[src/rtl/fhe_cpu_pkg.sv]
// -----------------------------------------------------------------------------
// fhe_cpu_pkg
// Shared types, sizes and modular arithmetic helpers for the fhe_cpu RNS
// polynomial coprocessor.
//   - Sizes: N_SLOTS, N_PRIMES, COEF_W, NUM_REGS, D2_REG
//   - Q_PRIMES: RNS q basis, one modulus per residue lane
//   - q_basis_poly_t: one polynomial, indexed [slot][prime]
//   - mode_e / operation_t: operation descriptor driven by the host
// Optional build macro (used by the other files): CTCT_D2_WRITEBACK_EN
// -----------------------------------------------------------------------------
package fhe_cpu_pkg;

    localparam int N_SLOTS  = 8;
    localparam int N_PRIMES = 3;
    localparam int COEF_W   = 32;
    localparam int NUM_REGS = 16;
    localparam int REG_AW   = $clog2(NUM_REGS);
    localparam int SLOT_W   = $clog2(N_SLOTS);

    localparam logic [REG_AW-1:0] D2_REG = REG_AW'(15);

    typedef logic [COEF_W-1:0] coef_t;

    localparam coef_t Q_PRIMES [N_PRIMES] = '{32'd17, 32'd257, 32'd65537};

    typedef coef_t [N_PRIMES-1:0] slot_t;
    typedef slot_t [N_SLOTS-1:0]  q_basis_poly_t;

    typedef enum logic [2:0] {
        NO_OP        = 3'd0,
        OP_CT_CT_ADD = 3'd1,
        OP_CT_PT_ADD = 3'd2,
        OP_CT_PT_MUL = 3'd3,
        OP_CT_CT_MUL = 3'd4
    } mode_e;

    typedef struct packed {
        mode_e             mode;
        logic [REG_AW-1:0] idx1_a;
        logic [REG_AW-1:0] idx1_b;
        logic [REG_AW-1:0] idx2_a;
        logic [REG_AW-1:0] idx2_b;
        logic [REG_AW-1:0] out_a;
        logic [REG_AW-1:0] out_b;
    } operation_t;

    typedef enum logic [1:0] {
        ST_IDLE = 2'd0,
        ST_EXEC = 2'd1,
        ST_WB   = 2'd2,
        ST_DONE = 2'd3
    } state_e;

    // Inputs are assumed already reduced, so one conditional subtract suffices.
    function automatic coef_t modadd(input coef_t x, input coef_t y, input coef_t q);
        logic [COEF_W:0] sum;
        sum = {1'b0, x} + {1'b0, y};
        if (sum >= {1'b0, q})
            sum = sum - {1'b0, q};
        return coef_t'(sum);
    endfunction

    function automatic coef_t modmul(input coef_t x, input coef_t y, input coef_t q);
        logic [2*COEF_W-1:0] prod;
        prod = {{COEF_W{1'b0}}, x} * {{COEF_W{1'b0}}, y};
        return coef_t'(prod % {{COEF_W{1'b0}}, q});
    endfunction

    // Anything outside the four defined operations behaves as NO_OP.
    function automatic logic mode_valid(input mode_e m);
        case (m)
            OP_CT_CT_ADD, OP_CT_PT_ADD, OP_CT_PT_MUL, OP_CT_CT_MUL: return 1'b1;
            default: return 1'b0;
        endcase
    endfunction

endpackage

[src/rtl/fhe_cpu_rf_q.sv]
// -----------------------------------------------------------------------------
// rf_q
// Polynomial register file for the q basis. Storage is not reset; the host
// preloads mem directly.
//   i_clk                 rising-edge clock
//   i_raddr_0..3          asynchronous read addresses
//   o_rdata_0..3          whole-polynomial read data
//   i_we_a/i_waddr_a/i_wdata_a   write port A
//   i_we_b/i_waddr_b/i_wdata_b   write port B (wins over A on same address)
//   i_we_d/i_wdata_d      degree-2 term write to D2_REG, lowest priority
//                         (present only with CTCT_D2_WRITEBACK_EN)
// -----------------------------------------------------------------------------
module rf_q
    import fhe_cpu_pkg::*;
(
    input  logic              i_clk,
    input  logic [REG_AW-1:0] i_raddr_0,
    input  logic [REG_AW-1:0] i_raddr_1,
    input  logic [REG_AW-1:0] i_raddr_2,
    input  logic [REG_AW-1:0] i_raddr_3,
    output q_basis_poly_t     o_rdata_0,
    output q_basis_poly_t     o_rdata_1,
    output q_basis_poly_t     o_rdata_2,
    output q_basis_poly_t     o_rdata_3,
`ifdef CTCT_D2_WRITEBACK_EN
    input  logic              i_we_d,
    input  q_basis_poly_t     i_wdata_d,
`endif
    input  logic              i_we_a,
    input  logic [REG_AW-1:0] i_waddr_a,
    input  q_basis_poly_t     i_wdata_a,
    input  logic              i_we_b,
    input  logic [REG_AW-1:0] i_waddr_b,
    input  q_basis_poly_t     i_wdata_b
);

    q_basis_poly_t mem [NUM_REGS];

    assign o_rdata_0 = mem[i_raddr_0];
    assign o_rdata_1 = mem[i_raddr_1];
    assign o_rdata_2 = mem[i_raddr_2];
    assign o_rdata_3 = mem[i_raddr_3];

    // Later non-blocking assignments win, which sets the priority D < A < B.
    always_ff @(posedge i_clk) begin
`ifdef CTCT_D2_WRITEBACK_EN
        if (i_we_d)
            mem[D2_REG] <= i_wdata_d;
`endif
        if (i_we_a)
            mem[i_waddr_a] <= i_wdata_a;
        if (i_we_b)
            mem[i_waddr_b] <= i_wdata_b;
    end

endmodule

[src/rtl/fhe_cpu.sv]
// -----------------------------------------------------------------------------
// fhe_cpu
// Single-issue RNS polynomial coprocessor. Latches one operation, computes it
// one slot per cycle across all primes, writes both result polynomials back in
// a single cycle, then pulses done_out.
//   clk       rising-edge clock
//   reset     asynchronous active-low reset (register file is not cleared)
//   op        operation descriptor, sampled only while idle
//   done_out  one-cycle completion pulse, N_SLOTS+2 cycles after issue
// Optional build macro: CTCT_D2_WRITEBACK_EN -- CT-CT multiply also writes
// its degree-2 term to D2_REG.
//
// state   | meaning
// --------+--------------------------------------------------------------
// IDLE    | waiting for a valid op; op is latched on acceptance
// EXEC    | one slot per cycle into result buffers, slot 0..N_SLOTS-1
// WB      | result buffers written to out_a / out_b (and D2_REG)
// DONE    | schedules the registered done pulse, returns to IDLE
// -----------------------------------------------------------------------------
module fhe_cpu
    import fhe_cpu_pkg::*;
(
    input  logic       clk,
    input  logic       reset,
    input  operation_t op,
    output logic       done_out
);

    state_e            r_state;
    operation_t        r_op;
    logic [SLOT_W-1:0] r_slot;
    q_basis_poly_t     r_res_a;
    q_basis_poly_t     r_res_b;

    q_basis_poly_t     w_a1;
    q_basis_poly_t     w_b1;
    q_basis_poly_t     w_a2;
    q_basis_poly_t     w_b2;
    slot_t             w_slot_a;
    slot_t             w_slot_b;
    logic              w_we;

`ifdef CTCT_D2_WRITEBACK_EN
    q_basis_poly_t     r_res_d;
    slot_t             w_slot_d;
    logic              w_we_d;
`endif

    assign w_we = (r_state == ST_WB);

`ifdef CTCT_D2_WRITEBACK_EN
    assign w_we_d = w_we && (r_op.mode == OP_CT_CT_MUL);
`endif

    rf_q u_rf_q (
        .i_clk     (clk),
        .i_raddr_0 (r_op.idx1_a),
        .i_raddr_1 (r_op.idx1_b),
        .i_raddr_2 (r_op.idx2_a),
        .i_raddr_3 (r_op.idx2_b),
        .o_rdata_0 (w_a1),
        .o_rdata_1 (w_b1),
        .o_rdata_2 (w_a2),
        .o_rdata_3 (w_b2),
`ifdef CTCT_D2_WRITEBACK_EN
        .i_we_d    (w_we_d),
        .i_wdata_d (r_res_d),
`endif
        .i_we_a    (w_we),
        .i_waddr_a (r_op.out_a),
        .i_wdata_a (r_res_a),
        .i_we_b    (w_we),
        .i_waddr_b (r_op.out_b),
        .i_wdata_b (r_res_b)
    );

    // Per-slot datapath: all primes of the current slot in parallel.
    always_comb begin
        w_slot_a = '0;
        w_slot_b = '0;
`ifdef CTCT_D2_WRITEBACK_EN
        w_slot_d = '0;
`endif
        for (int p = 0; p < N_PRIMES; p++) begin
            case (r_op.mode)
                OP_CT_CT_ADD: begin
                    w_slot_a[p] = modadd(w_a1[r_slot][p], w_a2[r_slot][p], Q_PRIMES[p]);
                    w_slot_b[p] = modadd(w_b1[r_slot][p], w_b2[r_slot][p], Q_PRIMES[p]);
                end
                OP_CT_PT_ADD: begin
                    w_slot_a[p] = w_a1[r_slot][p];
                    w_slot_b[p] = modadd(w_b1[r_slot][p], w_a2[r_slot][p], Q_PRIMES[p]);
                end
                OP_CT_PT_MUL: begin
                    w_slot_a[p] = modmul(w_a1[r_slot][p], w_a2[r_slot][p], Q_PRIMES[p]);
                    w_slot_b[p] = modmul(w_b1[r_slot][p], w_a2[r_slot][p], Q_PRIMES[p]);
                end
                OP_CT_CT_MUL: begin
                    w_slot_a[p] = modadd(modmul(w_a1[r_slot][p], w_b2[r_slot][p], Q_PRIMES[p]),
                                         modmul(w_a2[r_slot][p], w_b1[r_slot][p], Q_PRIMES[p]),
                                         Q_PRIMES[p]);
                    w_slot_b[p] = modmul(w_b1[r_slot][p], w_b2[r_slot][p], Q_PRIMES[p]);
`ifdef CTCT_D2_WRITEBACK_EN
                    w_slot_d[p] = modmul(w_a1[r_slot][p], w_a2[r_slot][p], Q_PRIMES[p]);
`endif
                end
                default: ;
            endcase
        end
    end

    always_ff @(posedge clk or negedge reset) begin
        if (!reset) begin
            r_state  <= ST_IDLE;
            r_op     <= '0;
            r_slot   <= '0;
            r_res_a  <= '0;
            r_res_b  <= '0;
`ifdef CTCT_D2_WRITEBACK_EN
            r_res_d  <= '0;
`endif
            done_out <= 1'b0;
        end else begin
            done_out <= 1'b0;
            case (r_state)
                ST_IDLE: begin
                    if (mode_valid(op.mode)) begin
                        r_op    <= op;
                        r_slot  <= '0;
                        r_state <= ST_EXEC;
                    end
                end
                ST_EXEC: begin
                    r_res_a[r_slot] <= w_slot_a;
                    r_res_b[r_slot] <= w_slot_b;
`ifdef CTCT_D2_WRITEBACK_EN
                    r_res_d[r_slot] <= w_slot_d;
`endif
                    if (r_slot == SLOT_W'(N_SLOTS - 1)) begin
                        r_slot  <= '0;
                        r_state <= ST_WB;
                    end else begin
                        r_slot <= r_slot + SLOT_W'(1);
                    end
                end
                ST_WB: begin
                    r_state <= ST_DONE;
                end
                ST_DONE: begin
                    done_out <= 1'b1;
                    r_state  <= ST_IDLE;
                end
                default: begin
                    r_state <= ST_IDLE;
                end
            endcase
        end
    end

endmodule

[config.mk]
export PLATFORM = sky130hd
export DESIGN_NAME = fhe_cpu
export DESIGN_NICKNAME = d
export VERILOG_FILES = /design/src/rtl/fhe_cpu_pkg.sv /design/src/rtl/fhe_cpu_rf_q.sv /design/src/rtl/fhe_cpu.sv
export SDC_FILE = /design/constraint.sdc
export NUM_CORES = 1
export LEC_CHECK = 0
export ABC_AREA = 1
export BUFFER_PORTS_ARGS = -buffer_cell sky130_fd_sc_hd__buf_2
export CORE_AREA = 2 2 39 41
export DETAILED_ROUTE_END_ITERATION = 8
export DIE_AREA = 0 0 41 43
export HOLD_SLACK_MARGIN = 0.12
export MAX_ROUTING_LAYER = met4
export PLACE_DENSITY = 0.7
export SLEW_MARGIN = 10
export SYNTH_ARGS = -nofsm -noshare
export SYNTH_HDL_FRONTEND = slang
export SYNTH_SLANG_ARGS = --single-unit
[constraint.sdc]
create_clock -name clk -period 3.5 [get_ports clk]
set_input_delay 0.35 -clock clk [delete_from_list [all_inputs] [get_ports clk]]
set_output_delay 0.35 -clock clk [all_outputs]
set_load 0.1 [all_outputs]
# Word level (Yosys, flattened, before mapping)
# Index checks and enable logic that the tools add are counted.
# word_totals
register_bits	6
input_bits	29
output_inout_bits	1
word_cells	28
# classes
addsub	1
eq_ne	10
n_mux	9
n_reduce_logical	5
# op_table
operator	n
$pmux W2 S4	1
$eq A3 B2 Y1 const B	2
$eq A3 B3 Y1 const B	2
$mux W3	2
$pmux W3 S2	1
$eq A2 B2 Y1 const B	2
$mux W2	2
$ne A2 B2 Y1 const B	2
$reduce_and A2 Y1	2
$reduce_or A4 Y1	1
$add A3 B1 Y3 const B	1
$eq A3 B1 Y1 const B	1
$mux W1	3
$eq A2 B1 Y1 const B	1
$logic_not A2 Y1	1
$reduce_bool A2 Y1	1

# Logic depth before layout (Yosys ltp)
# depth
word_depth	6
ltp_mapped	7
depth_no_buf	7

# Worst setup path after synthesis
# OpenSTA, ideal clock, no wires.
# synth_timing
kind	reg2out
start	reg done_out
end	out done_out
arrival_time_ns	0.883
required_time_ns	3.150
slack_ns	2.267
stages_incl_launch_ff	1
path_buffers	0
cell_sequence	dfrtp_1
# synth_lines
item	line_no	source
start: declaration	fhe_cpu.sv:26	output logic done_out
start signal: assignment	fhe_cpu.sv:122	done_out <= 1'b0;
start signal: assignment	fhe_cpu.sv:124	done_out <= 1'b0;
start signal: assignment	fhe_cpu.sv:150	done_out <= 1'b1;
# No word-level cell between the ends.

# Worst setup path after layout
# layout_timing
start	reg done_out
end	out done_out
# No word-level cell between the ends.

==> impl_metrics.yaml <==
clock_tree:
  clk_path_buf_depth: 2
  clock_latency_ns: 0.24
  cts_made_buffers: 3
  root_buffer: "clkbuf_4"
  clk_pin_slew_ns: 0.04
  cts.htree.levels: 1
  clock-sinks: 6
  cts_tree: "done"
placed_design:
  place_inst: 61
  gp_congestion: 0.678
  dpl_cell_area_um2: 413
  hpwl_um: 421
  preCtsSetupSlack_ns: 2.24
  portBuffers: 5
drt:
  drtPass1Iterations: 3
  drtIter0Drc: 9
  routed_wl_um: 528
  viasPerCell: 4.38
  final_antenna_net_count: 0
  wl_per_cell_um: 8.12
  drc: 0
  via_count: 285
timing:
  report.final.slew_viol_count: 0
  rsz0062_at_grt: "false"
  holdWs_ns: 0.456
  setup_tns_ns: 0
  worstMarginPinSlew_ns: 0.483
  worst_slack_ns: 2.19
  finalSetupViolations: 0
  finalHoldViolCount: 0
  relSlewSlack_pct: 68.0
  layout_min_cycle_time_ns: 1.31
  fmax_ghz: 0.764
  finalCritPeriodShare_pct: 37.4
  fin_skew_ns: 0.00362
critical_path:
  worstSetupPathType: "flip-flop to output pin"
  reg2reg_from: "r_state[1]"
  crit_arrival_ns: 0.96
  required_ns: 3.15
  path_cells: "buf_2"
  cp_max_fo: 1
  cp_top_family: "buffers and inverters"
  critPathLaunchType: "flip-flop"
  worst_path_largest_cell_delay_ns: 0.41
  crit_path_end_kind: "output pin"
  critPathBufInv: 1
  critical_path.slowest_cell: "buf_2"
  startpoint: "done_out"
pwr:
  p_leak_nw: 0.251
  vdd_drop_max_v: 0.000280
  power_uw: 376
  p_per_area_nw_per_um2: 843
floorplanning:
  io_pins: 30
  dieArea_um2: 1760
  num_rows: 14
  core_um2: 1380
  initial_utilization_pct: 26.6
  die_y_um: 43
  fp.dieW_um: 41
finish:
  finalNonFillerCells: 65
  fin_nets: 86
  syn2layout_area_growth_pct: 21.1
  drive_above_1_share_pct: 26.5
  stdcell_area_um2: 445
  num_antenna_cells: 0
  final_util_pct: 32.2
grt:
  grt_pass1_vias: 281
  grt_first_pass_wirelength_um: 1080
  antenna_found_initial: 0
  grt_usage_pct: 9.54
  grt_max_degree: 8
  grt-ovfl-total: 0
synthesis:
  yosysWarnings: 0
  yosys.area.top_type: "dfrtp_1"
  yosys.area.top_type_share_pct: 40.8
  syn-cell-area_um2: 368
  synth_edf_count: 0
  synth_cell_types: 11
  synth_most_common_cell: "nand2_1"
  synth_common_cells: "nand2_1, dfrtp_1, ha_1"
  ys_seq_area_share_pct: 40.8
  synth_area_leaders: "dfrtp_1, ha_1, nand2_1"
  synthCells: 40
  synth_flop_cell: "dfrtp_1"
  synthArstFlopShare_pct: 100
  synth_nets: 75
  syn_area_per_cell_um2: 9.20
  synth-seq-cells: 6
outcome:
  status: "completed"
hold_path:
  hp-class: "primary input to asynchronous set/reset pin"
job:
  maxCapViolCount: 0
layer usage:
metal | up-vias | track usage (%) | part of all wire (%)
li1 | 147 | - | -
met1 | 134 | 10.9 | 43
met2 | 4 | 12.8 | 49
met3 | 0 | 7.85 | 8.3
met4 | 0 | 2.00 | 0
met5 | - | - | 0
registers in the layout, summed over array words and instances, names as in the netlist:
register	count
r_slot	3
r_state	2
done_out	1
area by class of cell:
class                           count  area [um2]
Fill cell                         145         938
Timing Repair Buffer                6        35.0
Inverter                            3        11.3
Multi-Input combinational cell     31         206
Tap cell                           16        20.0
Clock buffer                        3        22.5
Sequential cell                     6         150
repair_timing:
item / in CTS / in global routing
resized for setup: 0 / 0
endpoints found under the hold margin: 6 / 0
setup buffers: 0 / 0
hold buffers: 1 / 0
power by group:
| group | internal (mW) | switching, mW | leakage [nW] |
|---|---|---|---|
| logic | 0.0691 | 0.123 | 0.159 |
| clock network | 0.0387 | 0.0232 | 0.0138 |
| registers | 0.0994 | 0.0223 | 0.0780 |
cell usage in the layout, fill, tap and decap left out, drive strengths merged:
| cell | Yosys | final |
|---|---|---|
| buf | 0 | 5 |
| clkbuf | 0 | 3 |
| dfrtp | 6 | 6 |
| dlygate4sd3 | 0 | 1 |
| ha | 6 | 6 |
| inv | 3 | 3 |
| nand2 | 14 | 14 |
| nand3 | 6 | 6 |
| nor2 | 2 | 2 |
| o21bai | 1 | 1 |
| or2 | 2 | 2 |
cell families after synthesis:
family / after synthesis / share of synthesized area, %
buffers and inverters: 3 / 3.06
AOI/OAI and AO/OA: 1 / 3.06
DFF: 6 / 40.8
adders and majority gates: 6 / 20.4
and+or+nand+nor: 24 / 32.7
final timing paths:
kind | cells past startpoint | endpoint | slack (ns)
setup / recovery | 1 | done_out | 2.19
hold / removal | 2 | r_slot[1] | 0.46
hold reg to reg | 2 | r_slot[2] | 0.48
max in group asynchronous | 2 | r_state[1] | 2.90
min in group clk | 2 | r_slot[2] | 0.48
setup reg to reg | 5 | r_state[0] | 2.23
Power figures use the tool's default switching activity.
